--- config.mk ---
export PLATFORM = sky130hd
export DESIGN_NAME = alu_sequencer
export DESIGN_NICKNAME = d
export VERILOG_FILES = /design/src/rtl/alu_sequencer.sv
export SDC_FILE = /design/constraint.sdc
export NUM_CORES = 1
export LEC_CHECK = 0
export CAP_MARGIN = 25
export CORE_MARGIN = 3
export CORE_UTILIZATION = 52
export CTS_BUF_LIST = sky130_fd_sc_hd__clkbuf_4
export DETAILED_ROUTE_END_ITERATION = 8
export GPL_ROUTABILITY_DRIVEN = 0
export PLACE_DENSITY = 0.95
export REMOVE_ABC_BUFFERS = 1
export SLEW_MARGIN = 5
export SYNTH_ARGS = -nofsm -noshare
export SYNTH_HDL_FRONTEND = slang
export SYNTH_SLANG_ARGS = --single-unit
export TNS_END_PERCENT = 1
--- constraint.sdc ---
create_clock -name clk -period 2.2 [get_ports clk]
set_input_delay 0.44 -clock clk [delete_from_list [all_inputs] [get_ports clk]]
set_output_delay 0.44 -clock clk [all_outputs]
set_load 0.01 [all_outputs]
--- src/rtl/alu_sequencer.sv ---
// ============================================================================
// Module  : alu_sequencer
// Purpose : Three-state instruction sequencer driving an external 4-bit ALU
//           with a 4x4-bit register file and a locally handled LOADI.
// Revision: 1.0  initial release
// ============================================================================
`default_nettype none

module alu_sequencer (
    input  logic        clk,
    input  logic        rst,
    input  logic        instr_valid,
    input  logic [11:0] instr,
    output logic        instr_ready,
    output logic [3:0]  alu_A,
    output logic [3:0]  alu_B,
    output logic [3:0]  alu_opcode,
    input  logic [3:0]  alu_result,
    input  logic        alu_carry,
    input  logic        alu_zero,
    output logic        done,
    output logic [3:0]  wb_data,
    output logic        carry_q,
    output logic        zero_q,
    output logic [15:0] regs_flat
);

    localparam logic [3:0] c_OP_LOADI = 4'b1110;
    localparam logic [3:0] c_OP_PASSA = 4'b1111;

    typedef enum logic [1:0] {
        IDLE  = 2'd0,
        ISSUE = 2'd1,
        WB    = 2'd2
    } state_t;

    state_t      r_state;
    logic [11:0] r_instr;
    logic [3:0]  r_regs [4];

    assign regs_flat = {r_regs[3], r_regs[2], r_regs[1], r_regs[0]};

    always_ff @(posedge clk) begin
        if (rst) begin
            r_state     <= IDLE;
            r_instr     <= '0;
            for (int i = 0; i < 4; i++) begin
                r_regs[i] <= '0;
            end
            instr_ready <= 1'b1;
            alu_A       <= '0;
            alu_B       <= '0;
            alu_opcode  <= c_OP_PASSA;
            done        <= 1'b0;
            wb_data     <= '0;
            carry_q     <= 1'b0;
            zero_q      <= 1'b0;
        end else begin
            case (r_state)
                IDLE: begin
                    // Operands are captured at accept time; no write can be
                    // in flight here, so these are the pre-write values.
                    if (instr_valid && instr_ready) begin
                        r_instr     <= instr;
                        alu_A       <= r_regs[instr[5:4]];
                        alu_B       <= r_regs[instr[3:2]];
                        alu_opcode  <= instr[11:8];
                        instr_ready <= 1'b0;
                        r_state     <= ISSUE;
                    end
                end
                ISSUE: begin
                    alu_A      <= '0;
                    alu_B      <= '0;
                    alu_opcode <= c_OP_PASSA;
                    done       <= 1'b1;
                    r_state    <= WB;
                    if (r_instr[11:8] == c_OP_LOADI) begin
                        r_regs[r_instr[7:6]] <= r_instr[3:0];
                        wb_data              <= r_instr[3:0];
                        carry_q              <= 1'b0;
                        zero_q               <= (r_instr[3:0] == 4'd0);
                    end else begin
                        r_regs[r_instr[7:6]] <= alu_result;
                        wb_data              <= alu_result;
                        carry_q              <= alu_carry;
                        zero_q               <= alu_zero;
                    end
                end
                WB: begin
                    done        <= 1'b0;
                    instr_ready <= 1'b1;
                    r_state     <= IDLE;
                end
                default: begin
                    done        <= 1'b0;
                    instr_ready <= 1'b1;
                    r_state     <= IDLE;
                end
            endcase
        end
    end

endmodule

`default_nettype wire

# [Word level (Yosys, flattened, before mapping)]
# Memories as Yosys holds them, arrays and structs flattened.
# Index checks and enable logic that the tools add are counted.
[totals] regBits=34 ramBits=16 input_bits=21 out_inout_bits=36 elab_cells=52 memories=1
[classes] eq_ne=3 n_mux=28 bitwise=2 n_reduce_logical=8
[mem_list] name="r_regs" depth=4 word_bits=4 rd=6 rd_ports_with_merged_regs=0 wr=4 line_no="39" source="logic [3:0] r_regs [4];"
[ops] op="$mux W4" count=6
[ops] op="$pmux W4 S2" count=3
[ops] op="$mux W1" count=14
[ops] op="$reduce_and A2 Y1" count=3
[ops] op="$eq A4 B4 Y1 const B" count=1
[ops] op="$logic_not A4 Y1" count=1
[ops] op="$mux W2" count=2
[ops] op="$pmux W1 S2" count=2
[ops] op="$pmux W2 S2" count=1
[ops] op="$reduce_or A4 Y1" count=1
[ops] op="$eq A2 B1 Y1 const B" count=1
[ops] op="$logic_not A2 Y1" count=1
[ops] op="$ne A2 B2 Y1 const B" count=1
[ops] op="$reduce_bool A2 Y1" count=1
[ops] op="$logic_and A1 B1 Y1" count=1
[ops] op="$not A1 Y1" count=1
[ops] op="$or A1 B1 Y1" count=1

# [Depth between registers and ports, before layout]
# Gate-level depths: netlist of run 1.
[logic_depth] ltp_word=8 depth_mapped=6 depth_no_buf=5

# [Worst setup path after synthesis of run 1]
# No wires, ideal clock.
[synth_path] path_kind="input port to flip-flop" from="input instr[2]" to="register alu_B[0]" setup_ns=0.117 t_arrival_ns=1.268 required_ns=2.083 path_slack_ns=0.815 path_stages=3 n_path_buf=1 path_cell_list="buf_2 > mux4_2 > a22o_1"
[synth_via] elab_chain_len=3
[synth_lines] item="start, declared" line_no="13" source="input logic [11:0] instr,"
[synth_lines] item="$mem_v2 Z4 W4"
[synth_lines] item="$mux W4" line_no="63" source="if (instr_valid && instr_ready) begin"
[synth_lines] item="$pmux W4 S2" line_no="59" source="case (r_state)"
[synth_lines] item="end signal, assigned" line_no="66" source="alu_B <= r_regs[instr[3:2]];"
[synth_lines] item="end, declared" line_no="16" source="output logic [3:0] alu_B,"
# No other way between the ends. The select of a mux whose other input is x is not followed.
# A chain may end at the register's enable or synchronous reset.

==> impl_metrics.ini, run 1 <==
[cells_and_area]
drive_gt1_share_pct = 14.29
syn_to_final_growth_pct = 34.34
antenna_cells = 0
nets = 251

[setup_path]
slowest_stage = clkdlybuf4s50_1
worst_setup_path_end_kind = output pin
crit_type = register to output pin
path_max_fanout = 3
cp-start-kind = register
slowest_delay_ns = 0.57
path_buf_inv = 1
worstPathRequired_ns = 1.76
path_cells = clkdlybuf4s50_1
arrival_ns = 1.40
crit_family = buffers and inverters

[global_route]
gr-usage-met2_pct = 38.15
grt_usage_pct = 23.07
gr-usage-met1_pct = 26.18
grt_pass1_wl_microns = 7576
first_global_vias = 1596
grt_busiest_layer = met2
grt_max_degree = 19
grt_antenna_before_repair = 0
gr-total-overflow = 0
grtUsageMet3_pct = 6.489

[die]
start_util_pct = 56.82
dieArea_sq_um = 4596
die_x_microns = 67.80
ios = 57
num_rows = 21
design.core.area_sq_um = 3495
die_y_microns = 67.80

[routing]
via_count = 1546
first_pass_iters = 4
wl_per_cell_microns = 16.94
drt_iter0_markers = 114
drc_errors = 0
drt_wl_total_microns = 4691
via_per_inst = 5.581
ant_nets = 0

[placed_design]
hpwl_microns = 3574
portBuffers = 56

[power]
power_density_nw_per_um2 = 712.8
power.leakage_uw = 0.001061
ir_worst_vdd_uv = 718.8

[clock_tree]
cts_buffers = 5
cts.repair.resized = 0
postCtsSetupBuffers = 0
cts_sinks = 48
cts-root-buf = clkbuf_4
insertion_delay_ns = 0.37
path_clk_slew_ns = 0.13
cts_buffer_depth = 2
cts_max_level = 2
cts_hold_buffers = 0
cts_tree = yes

[yosys]
seq_area_frac_synth_pct = 56.46
synth_most_common_cell = dfxtp_1
synth_edf_count = 16
async_flop_share_pct = 0
ys_top_cells_by_count = dfxtp_1 (32), nand2_1 (25), nor2_1 (25), edfxtp_1 (16), a21oi_1 (11)
ys_ff_latch = 48
yosys_warnings = 0
yosys.area.top_type = dfxtp_1
synth_area_leaders = dfxtp_1 (32%), edfxtp_1 (24%), mux4_2 (9.1%)
avgSynthCellArea_sq_um = 11.61
synth_top_cell_area_share_pct = 32.26
yosysUniqueCellTypes = 31
synth_ff_type = dfxtp_1
synthCells = 171
synth_area_sq_um = 1986

[timing]
finalSetupViolations = 0
hold_ws_ns = 0.4870
setup_tns_ns = 0
timing.final.crit_share_pct = 83.44
fmax_mhz = 544.8
worstMarginPinSlew_ns = 0.5600
fin_skew_ns = 0.01606
hold_viol = 0
finalMaxSlewViolations = 0
rsz0062_at_grt = false
slew_headroom_pct = 61.60
min_period_ns = 1.836

[flow_run]
drv_cap = 0

[hold_path]
hold_path.class = register to register

[status]
status = complete, no violations
==> metal layers <==
metal  routed length (microns)  part of all wire (%)  vias to the layer above
li1                          -                     -                      732
met1                      1828                    39                      729
met2                      2376                    51                       66
met3                       275                   5.9                       19
met4                       210                   4.5                        0
met5                         0                     0                        -
==> through the flow <==
step / power, uW / std cells / setup slack (ns) / utilization [%] / cell area, sq um
after CTS: 1906 / 277 / 0.3617 / 76.33 / 2668
after global routing: 1991 / 277 / 0.2969 / 76.33 / 2668
after global placement: 1381 / 269 / 0.2687 / 74.04 / 2587
after floorplan: 1202 / 162 / 0.3994 / - / 1932
after detailed placement: 1397 / 269 / 0.2522 / 74.04 / 2587
final: 1901 / 277 / 0.3644 / 76.33 / 2668
==> registers in the layout (all words and copies together), names as in the netlist <==
signal / cells
instr_ready: 1
r_regs: 16
r_state: 2
alu_A: 4
r_instr: 10
wb_data: 4
done: 1
alu_B: 4
zero_q: 1
alu_opcode: 4
carry_q: 1
==> worst paths after layout <==
path | slack [ns] | startpoint | endpoint | cells after the start
worst max-delay path | 0.36 | r_regs[0][3] | regs_flat[3] | 1
worst min-delay path | 0.49 | alu_A[1] | alu_A[1] | 1
worst max register to register | 0.72 | r_instr[9] | r_regs[0][0] | 3
worst min register to register | 0.49 | alu_A[1] | alu_A[1] | 1
==> cells by family after synthesis <==
group	count (synthesis)	share of synthesized area, %
and+or+nand+nor	70	18.27
muxes	13	11.59
DFF	48	56.46
buffers and inverters	10	2.961
AOI/OAI and AO/OA	30	10.71
==> cells in the final DEF, fill, tap and decap left out, drive strengths merged, types with 5 or more instances in the layout <==
master / netlist / routed
a211oi: 5 / 5
a21oi: 12 / 12
a22o: 8 / 8
buf: 8 / 5
clkbuf: 1 / 6
clkdlybuf4s50: 0 / 56
dfxtp: 32 / 32
edfxtp: 16 / 16
mux2i: 5 / 5
mux4: 8 / 8
nand2: 28 / 28
nand3: 5 / 5
nor2: 25 / 25
==> area by class of cell <==
cell class / instances / area (sq um)
sequential: 48 / 1121
fill: 206 / 827.0
multi-input combinational: 113 / 805.8
timing repair buffer: 61 / 598.1
tap: 46 / 57.56
clock buffer: 6 / 45.04
clock inverter: 2 / 35.03
inverter: 1 / 5.005
==> power by group <==
group	switching (uW)	internal, uW	total, uW
combinational	157	191	348
clock	271	251	522
sequential	51.8	980	1030
total	480	1420	1900
No activity file was read; power rests on OpenSTA's default activity.
==> run 2, diff against run 1 <==
--- a/config.mk
+++ b/config.mk
@@ -7,11 +7,11 @@
 export LEC_CHECK = 0
 export CAP_MARGIN = 25
 export CORE_MARGIN = 3
-export CORE_UTILIZATION = 52
+export CORE_UTILIZATION = 49
 export CTS_BUF_LIST = sky130_fd_sc_hd__clkbuf_4
 export DETAILED_ROUTE_END_ITERATION = 8
 export GPL_ROUTABILITY_DRIVEN = 0
-export PLACE_DENSITY = 0.95
+export PLACE_DENSITY = 0.93
 export REMOVE_ABC_BUFFERS = 1
 export SLEW_MARGIN = 5
 export SYNTH_ARGS = -nofsm -noshare
==> constraint.sdc (replaced) <==
create_clock -name clk -period 1.8 [get_ports clk]
set_input_delay 0.36 -clock clk [delete_from_list [all_inputs] [get_ports clk]]
set_output_delay 0.36 -clock clk [all_outputs]
set_load 0.01 [all_outputs]
==> impl_metrics.ini, run 2 (synthesis gave the netlist of run 1 again) <==
[die]
dieArea_sq_um = 4853
die_y_microns = 69.66
start_util_pct = 52.65
die_x_microns = 69.66
ios = 57
design.core.area_sq_um = 3771
num_rows = 22

[status]
status = complete, no violations

[cells_and_area]
drive_gt1_share_pct = 16.81
nets = 258
reg_top3 = r_regs (16), r_instr (10)
syn_to_final_growth_pct = 36.61
layout_common_cells = clkdlybuf4s50_1 (56), dfxtp_1 (31), nor2_1 (25), nand2_1 (25), edfxtp_1 (16)
largest_reg_flops = 16
final_common_cell = clkdlybuf4s50_1
antenna_cells = 0
fill_cells = 256
largest_register = r_regs
post-route-util_pct = 71.93

[setup_path]
crit_type = register to output pin
worst_setup_path_end_kind = output pin
slowest_delay_ns = 0.57
r2r_setup_slack_ns = 0.36
path_buf_inv = 1
slowest_stage = clkdlybuf4s50_1
worstPathRequired_ns = 1.44
path_cells = clkdlybuf4s50_1
regToRegEndpoint = r_regs[2][3]
cp-start-kind = register
r2r_cells = 3
r2r-start = r_state[0]
arrival_ns = 1.35
path_max_fanout = 3
crit_family = buffers and inverters

[routing]
via_count = 1538
drc_errors = 0
ant_nets = 0
via_per_inst = 5.378
first_pass_iters = 4
wl_per_cell_microns = 16.37
drt_iter0_markers = 128
drt_wl_total_microns = 4681

[global_route]
grt_max_degree = 19
grt_usage_pct = 20.37
gr-total-overflow = 0
grt_pass1_wl_microns = 7721
first_global_vias = 1563
grt_antenna_before_repair = 0

[clock_tree]
cts_sinks = 48
cts_buffers = 5
insertion_delay_ns = 0.37
cts_tree = yes
cts_hold_buffers = 0
cts_max_level = 2
cts-root-buf = clkbuf_4
postCtsSetupBuffers = 0
cts_buffer_depth = 2
path_clk_slew_ns = 0.12

[placed_design]
portBuffers = 56
hpwl_microns = 3583

[power]
p_int_uw = 1628
power.leakage_uw = 0.001087
power.switching_uw = 579.0
seq_power_share_pct = 57.1
combPwrFrac_pct = 20.1
p_clk_share_pct = 22.7
total_power_uw = 2207
switching_share_pct = 26.24
ir_worst_vdd_uv = 472.0
power_density_nw_per_um2 = 813.5

[timing]
finalMaxSlewViolations = 0
finalSetupViolations = 0
fmax_mhz = 583.9
worstMarginPinSlew_ns = 0.3881
min_period_ns = 1.713
timing.final.crit_share_pct = 95.15
rsz0062_at_grt = false
hold_viol = 0
hold_ws_ns = 0.4839
fin_skew_ns = 0.01230
slew_headroom_pct = 73.78

[hold_path]
min-delay-start = r_instr[2]
hold_path.class = register to register
min_path_cells = 2
worst_hold_path.endpoint = r_instr[2]

[flow_run]
drv_cap = 0
==> run 2: repair_timing <==
action                                  in CTS  in global routing
endpoints found under the hold margin        0                  0
resized for setup                            0                  1
endpoints found under the setup margin       0                  1
==> run 2: how the worst max path moves through the flow <==
stage / start / to / slack [ns] / cells past startpoint
floorplan: r_state[0] / r_regs[3][0] / -0.0006 / 2
global placement: instr[2] / alu_B[2] / -0.03 / 3
detailed placement: instr[2] / alu_B[1] / -0.08 / 3
CTS: instr_ready / instr_ready / 0.04 / 1
global route: r_regs[3][0] / regs_flat[12] / 0.03 / 1
finish: r_regs[2][3] / regs_flat[11] / 0.09 / 1
==> run 2: area by class of cell <==
class	count	area, sq um	share of cell area [%]
sequential	48	1122	41.37
inverter	1	5.005	0.1845
tap	48	60.06	2.214
clock buffer	7	52.55	1.937
multi-input combinational	113	805.8	29.70
clock inverter	1	3.754	0.1384
timing repair buffer	68	663.1	24.45
==> run 2: metal layers <==
layer  vias up  track usage, %  routed length (microns)
met1       743           24.28                     1847
li1        748               -                        -
met5         -               0                        0
met2        39           35.81                     2553
met3         8           3.913                      195
met4         0           8.511                       85
==> run 2: per-stage QoR <==
stage          std cells  area, sq um   TNS (ns)  setup slack [ns]
4_1_cts              286         2711          0           0.04037
3_3_place_gp         278         2655    -0.1133          -0.02887
5_1_grt              286         2713          0           0.03376
2_1_floorplan        162         1932  -0.002479        -0.0006197
3_5_place_dp         278         2655    -0.3174          -0.07828
6_report             286         2713          0           0.08728
==> run 2: power groups by stage <==
stage	registers (uW)	logic [uW]	clock network, uW
6_report	1260	444	502
5_1_grt	1270	478	559
4_1_cts	1260	446	505
3_5_place_dp	1280	442	0
3_3_place_gp	1280	429	0
2_1_floorplan	1300	173	0
